$ cat config.mk
export PLATFORM = sky130hd
export DESIGN_NAME = duft_ap_ctrl_hs_mc
export DESIGN_NICKNAME = d
export VERILOG_FILES = /design/src/rtl/duft_ctrl_pkg.sv /design/src/rtl/duft_lat_cnt.sv /design/src/rtl/duft_ap_ctrl_hs_mc.sv
export SDC_FILE = /design/constraint.sdc
export NUM_CORES = 1
export LEC_CHECK = 0
export CAP_MARGIN = 15
export CORE_ASPECT_RATIO = 0.5
export CORE_UTILIZATION = 55
export DETAILED_ROUTE_END_ITERATION = 8
export DONT_BUFFER_PORTS = 1
export GPL_ROUTABILITY_DRIVEN = 0
export PLACE_DENSITY = 0.7
export SLEW_MARGIN = 20
export SYNTH_ARGS = -nofsm -noshare
export SYNTH_HDL_FRONTEND = slang
export SYNTH_SLANG_ARGS = --single-unit
$ cat constraint.sdc
create_clock -name clk -period 1.6 [get_ports clk]
set_clock_uncertainty 0.2 [all_clocks]
set_input_delay 0.16 -clock clk [delete_from_list [all_inputs] [get_ports clk]]
set_output_delay 0.16 -clock clk [all_outputs]
set_load 0.03 [all_outputs]
$ cat src/rtl/duft_ctrl_pkg.sv
// Shared types and constants for the multi-cycle DUFT ap_ctrl_hs access controller.
package duft_ctrl_pkg;

  typedef enum logic [2:0] {
    ST_RST      = 3'd0,
    ST_IDLE     = 3'd1,
    ST_RD_ISSUE = 3'd2,
    ST_WR_ISSUE = 3'd3,
    ST_DONE     = 3'd4
  } state_t;

  localparam int CNT_W = 5;

  // Wide all-ones pattern; users slice off the width they need.
  localparam logic [255:0] IDLE_ADDR = '1;

  localparam logic [31:0] ERR_CODE = 32'hDEAD_BEEF;

endpackage

$ cat src/rtl/duft_lat_cnt.sv
// Clearable up-counter with terminal compare, shared by the read and write issue phases.
module duft_lat_cnt
  import duft_ctrl_pkg::*;
(
  input  logic             clk,
  input  logic             rst_n,
  input  logic             clr,
  input  logic             en,
  input  logic [CNT_W-1:0] limit,
  output logic             hit
);

  logic [CNT_W-1:0] cnt;

  always_ff @(posedge clk or negedge rst_n) begin
    if (!rst_n) begin
      cnt <= '0;
    end else if (clr) begin
      cnt <= '0;
    end else if (en) begin
      cnt <= cnt + CNT_W'(1);
    end
  end

  assign hit = en && (cnt == limit);

endmodule

$ cat src/rtl/duft_ap_ctrl_hs_mc.sv
// Multi-cycle ap_ctrl_hs controller driving the prewrapped DUFT core's address/message ports.
// Optional address range check enabled by defining DUFT_ADDR_CHK_EN.
module duft_ap_ctrl_hs_mc
  import duft_ctrl_pkg::*;
#(
  parameter int                ADDR_W     = 32,
  parameter int                DATA_W     = 32,
  parameter int                RD_LAT     = 0,
  parameter int                WR_LAT     = 1,
  parameter logic [ADDR_W-1:0] ADDR_LIMIT = ADDR_W'(32'h0000_1000)
) (
  input  logic              clk,
  input  logic              ap_rst_n,
  input  logic              ap_start,
  input  logic              rd_wr,
  input  logic [ADDR_W-1:0] addr,
  input  logic [DATA_W-1:0] wr_data,
  output logic [DATA_W-1:0] ap_return,
  output logic              ap_idle,
  output logic              ap_ready,
  output logic              ap_done,
  output logic [ADDR_W-1:0] core_rd_addr,
  output logic [ADDR_W-1:0] core_wr_addr,
  output logic [DATA_W-1:0] core_wr_msg,
  input  logic [DATA_W-1:0] core_rd_msg
);

  localparam logic [ADDR_W-1:0] NO_ADDR = IDLE_ADDR[ADDR_W-1:0];

  state_t            state;
  logic [ADDR_W-1:0] addr_q;
  logic [DATA_W-1:0] data_q;
  logic              issuing;
  logic              lat_hit;
  logic [CNT_W-1:0]  lat_limit;
  logic              addr_bad;

`ifdef DUFT_ADDR_CHK_EN
  localparam logic [DATA_W-1:0] ERR_VAL = DATA_W'(ERR_CODE);
  assign addr_bad = (addr >= ADDR_LIMIT);
`else
  assign addr_bad = 1'b0;
`endif

  assign issuing   = (state == ST_RD_ISSUE) || (state == ST_WR_ISSUE);
  // Write limit is WR_LAT-1 so the core sees exactly WR_LAT write cycles.
  assign lat_limit = (state == ST_RD_ISSUE) ? CNT_W'(RD_LAT) : CNT_W'(WR_LAT - 1);

  duft_lat_cnt u_lat_cnt (
    .clk   (clk),
    .rst_n (ap_rst_n),
    .clr   (!issuing),
    .en    (issuing),
    .limit (lat_limit),
    .hit   (lat_hit)
  );

  always_ff @(posedge clk or negedge ap_rst_n) begin
    if (!ap_rst_n) begin
      state     <= ST_RST;
      ap_return <= '0;
      addr_q    <= '0;
      data_q    <= '0;
    end else begin
      case (state)
        ST_RST: state <= ST_IDLE;
        ST_IDLE: begin
          if (ap_start) begin
            addr_q <= addr;
            data_q <= wr_data;
            if (addr_bad) begin
              state <= ST_DONE;
`ifdef DUFT_ADDR_CHK_EN
              if (rd_wr) ap_return <= ERR_VAL;
`endif
            end else begin
              state <= rd_wr ? ST_RD_ISSUE : ST_WR_ISSUE;
            end
          end
        end
        ST_RD_ISSUE: begin
          if (lat_hit) begin
            ap_return <= core_rd_msg;
            state     <= ST_DONE;
          end
        end
        ST_WR_ISSUE: if (lat_hit) state <= ST_DONE;
        ST_DONE:     state <= ST_IDLE;
        default:     state <= ST_RST;
      endcase
    end
  end

  // Handshake and core ports decode straight from state so reset takes effect at once.
  assign ap_idle      = (state == ST_IDLE) && !ap_start;
  assign ap_done      = (state == ST_DONE);
  assign ap_ready     = (state == ST_DONE);
  assign core_rd_addr = (state == ST_RD_ISSUE) ? addr_q : NO_ADDR;
  assign core_wr_addr = (state == ST_WR_ISSUE) ? addr_q : NO_ADDR;
  assign core_wr_msg  = data_q;

endmodule
==> out/qor.yml <==
p_per_area_nw_per_um2: 2190
wl_per_cell_um: 25.3
drt-total-wl_um: 15100
grt_pass1_vias: 3431
cap_violations: 0
synth_common_cells: "dfrtp_1, mux2_4, nand2b_1, or2_2, mux2_2"
hold_viol: 104
max_freq_mhz: 480
diodes: 0
crit_chain: "buf_6 > nand3b_1 > buf_6 > clkbuf_16 > or2_4"
rsz0062_at_grt: "true"
async_flop_share: 1.00
vias: 3273
synth.avg_cell_area_um2: 15.3
hold_ws_ns: -0.693
tns_ns: -53.44
cts_sinks: 104
finalMaxSlewViolations: 0
highest_layer: "met4"
start_kind: "flop"
holdCritPathClass: "in2async"
met1_length_um: 5700
dp_cells: 454
fill_cells: 289
finalWorstSetupSlack_ns: -0.485
synth_top_area_frac: 0.549
worstPathMaxFanout: 8
period_share: 1.30
cts_made_buffers: 9
cts_hold_buf: 98
drtIter0Drc: 155
syn_nets: 411
synthTopCellsByArea: "dfrtp_1, mux2_4, nand2b_1, or2_2, mux2_2"
synth_edf_count: 0
antenna_found_initial: 0
synth_area_leader_cell: "dfrtp_1"
syn_area_um2: 4740
path_common_cell: "buf_6"
fp.dieH_um: 67.6
cp.arrival_ns: 1.73
die_w_um: 133
port-buffer-count: 0
worstSetupEndpointType: "primary output"
synthCells: 309
grt_start_max_net_pins: 105
grt_pass1_wl_um: 19700
critical-path-top-delay-family: "simple AND/OR/NAND/NOR gates"
io_pins: 231
met3_length_um: 1130
initial_core_util: 0.580
met2_length_um: 7930
synth-seq-cells: 104
synthFlopType: "dfrtp_1"
max_stage_delay_ns: 0.44
r2r_cells: 6
cp_num_buf_inv: 3
crit_type: "reg2out"
ctsLongestPathBuffers: 2
cts-root-buf: "clkbuf_16"
timing.rr.end: "core_wr_msg[19]"
drive_gt1_frac: 0.513
rows: 23
grt_usage: 0.298
insertion_delay_ns: 0.34
r2r_start: "state[2]"
worstPathRequired_ns: 1.24
ant_nets: 0
first_pass_iters: 4
htreeDepth: 3
core_um2: 8170
routed_via_density: 5.46
nets: 584
dpl.hpwl_um: 6580
p_leak_nw: 3.36
synth_most_common_cell: "dfrtp_1"
slowest_stage: "dfrtp_2"
dieArea_um2: 9010
setup_viol: 164
yosys_warnings: 0
slew_headroom: 0.744
seq_area_frac_synth: 0.549
area_growth_pct: 54.6
synth_cell_types: 27
status: "finished, violations left"
drc: 0
cts_tree: "yes"
overflow: 0
failed_checks: "negative hold slack, negative setup slack"
finalNonFillerCells: 599
final_util: 0.896
finalCriticalPeriod_ns: 2.09
clk_pin_slew_worst_paths_ns: 0.07
worst_slew_pin_slew_ns: 0.384
reg2reg_slack_ns: -0.39
ir_worst_vdd_mv: 1.26
==> cell families after synthesis <==
group / after synthesis / share of synthesized area
fa+ha+maj: 2 / 0.00528
mux: 96 / 0.291
simple gates: 81 / 0.114
flops: 104 / 0.549
xor+xnor: 3 / 0.00555
compound gates: 3 / 0.00396
buf+inv: 20 / 0.0312
==> cell usage in the layout, fill, tap and decap left out, types with 2 or more instances in the layout <==
| cell | count |
|---|---|
| mux2_4 | 94 |
| inv_8 | 2 |
| buf_8 | 2 |
| clkbuf_16 | 13 |
| buf_12 | 10 |
| or2_4 | 32 |
| buf_6 | 38 |
| dlygate4sd3_1 | 98 |
| nand2b_4 | 11 |
| nor2_1 | 5 |
| nor3b_4 | 2 |
| nor4b_4 | 2 |
| xor2_1 | 2 |
| buf_16 | 4 |
| mux2_2 | 2 |
| inv_2 | 2 |
| nand2b_1 | 21 |
| nor2b_1 | 2 |
| buf_4 | 22 |
| dfrtp_2 | 2 |
| dfrtp_1 | 102 |
==> where the power goes <==
group	internal [mW]	switching (mW)	total, mW
registers	3.92	2.92	6.85
clock network	1.08	1.02	2.10
logic	4.28	2.80	7.08
total	9.29	6.74	16.0
==> flip-flops by register name (all words and copies together) (netlist names) <==
register and cells:
u_lat_cnt.cnt 5, ap_return 32, core_wr_msg 32, addr_q 32, state 3
==> per-stage QoR <==
| step | cell area [um2] | power, mW | setup WS, ns |
|---|---|---|---|
| 2_1_floorplan | 4780 | 10.5 | -0.146 |
| 3_3_place_gp | 5190 | 11.3 | -0.124 |
| 3_5_place_dp | 5190 | 11.5 | -0.171 |
| 4_1_cts | 7210 | 15.3 | -0.309 |
| 5_1_grt | 7320 | 16.6 | -0.507 |
| 6_report | 7320 | 16.0 | -0.485 |
==> layer usage <==
layer  up-vias  GRT usage
met5         -          0
met4         0     0.0838
met3        35      0.101
met2       178      0.544
met1      1676      0.341
li1       1384          -
==> worst reg2reg max path: cells and delay by family (launching register included) <==
family        cells  cell delay, ns
flops             1            0.44
buf+inv           4            0.57
simple gates      1            0.36
mux               1            0.31
==> worst max path at each step <==
stage	startpoint	to	slack (ns)	cells after the start
2_1_floorplan	u_lat_cnt.cnt[0]	ap_return[0]	-0.15	6
3_3_place_gp	state[2]	core_wr_msg[11]	-0.12	3
5_1_grt	state[2]	core_wr_addr[0]	-0.51	5
3_5_place_dp	state[2]	core_wr_msg[11]	-0.17	3
4_1_cts	state[2]	core_rd_addr[15]	-0.31	5
6_report	state[2]	core_wr_addr[0]	-0.49	5
==> layout make-up <==
cell class	instances	area (um2)	area share
Sequential cell	104	2610	0.356
Multi-Input combinational cell	185	2270	0.309
Timing Repair Buffer	179	2020	0.276
Clock buffer	10	229	0.0313
Tap cell	112	140	0.0191
Clock inverter	6	52.6	0.00718
Inverter	3	11.3	0.00154
==> what timing repair did <==
item,CTS,global route
gates resized for setup,97,35
gates cloned,9,7
pin swaps,5,7
setup endpoints to repair,163,166
buffers inserted,20,7
endpoints found under the hold margin,201,104
Note: power is estimated with default switching activity, not from simulation.
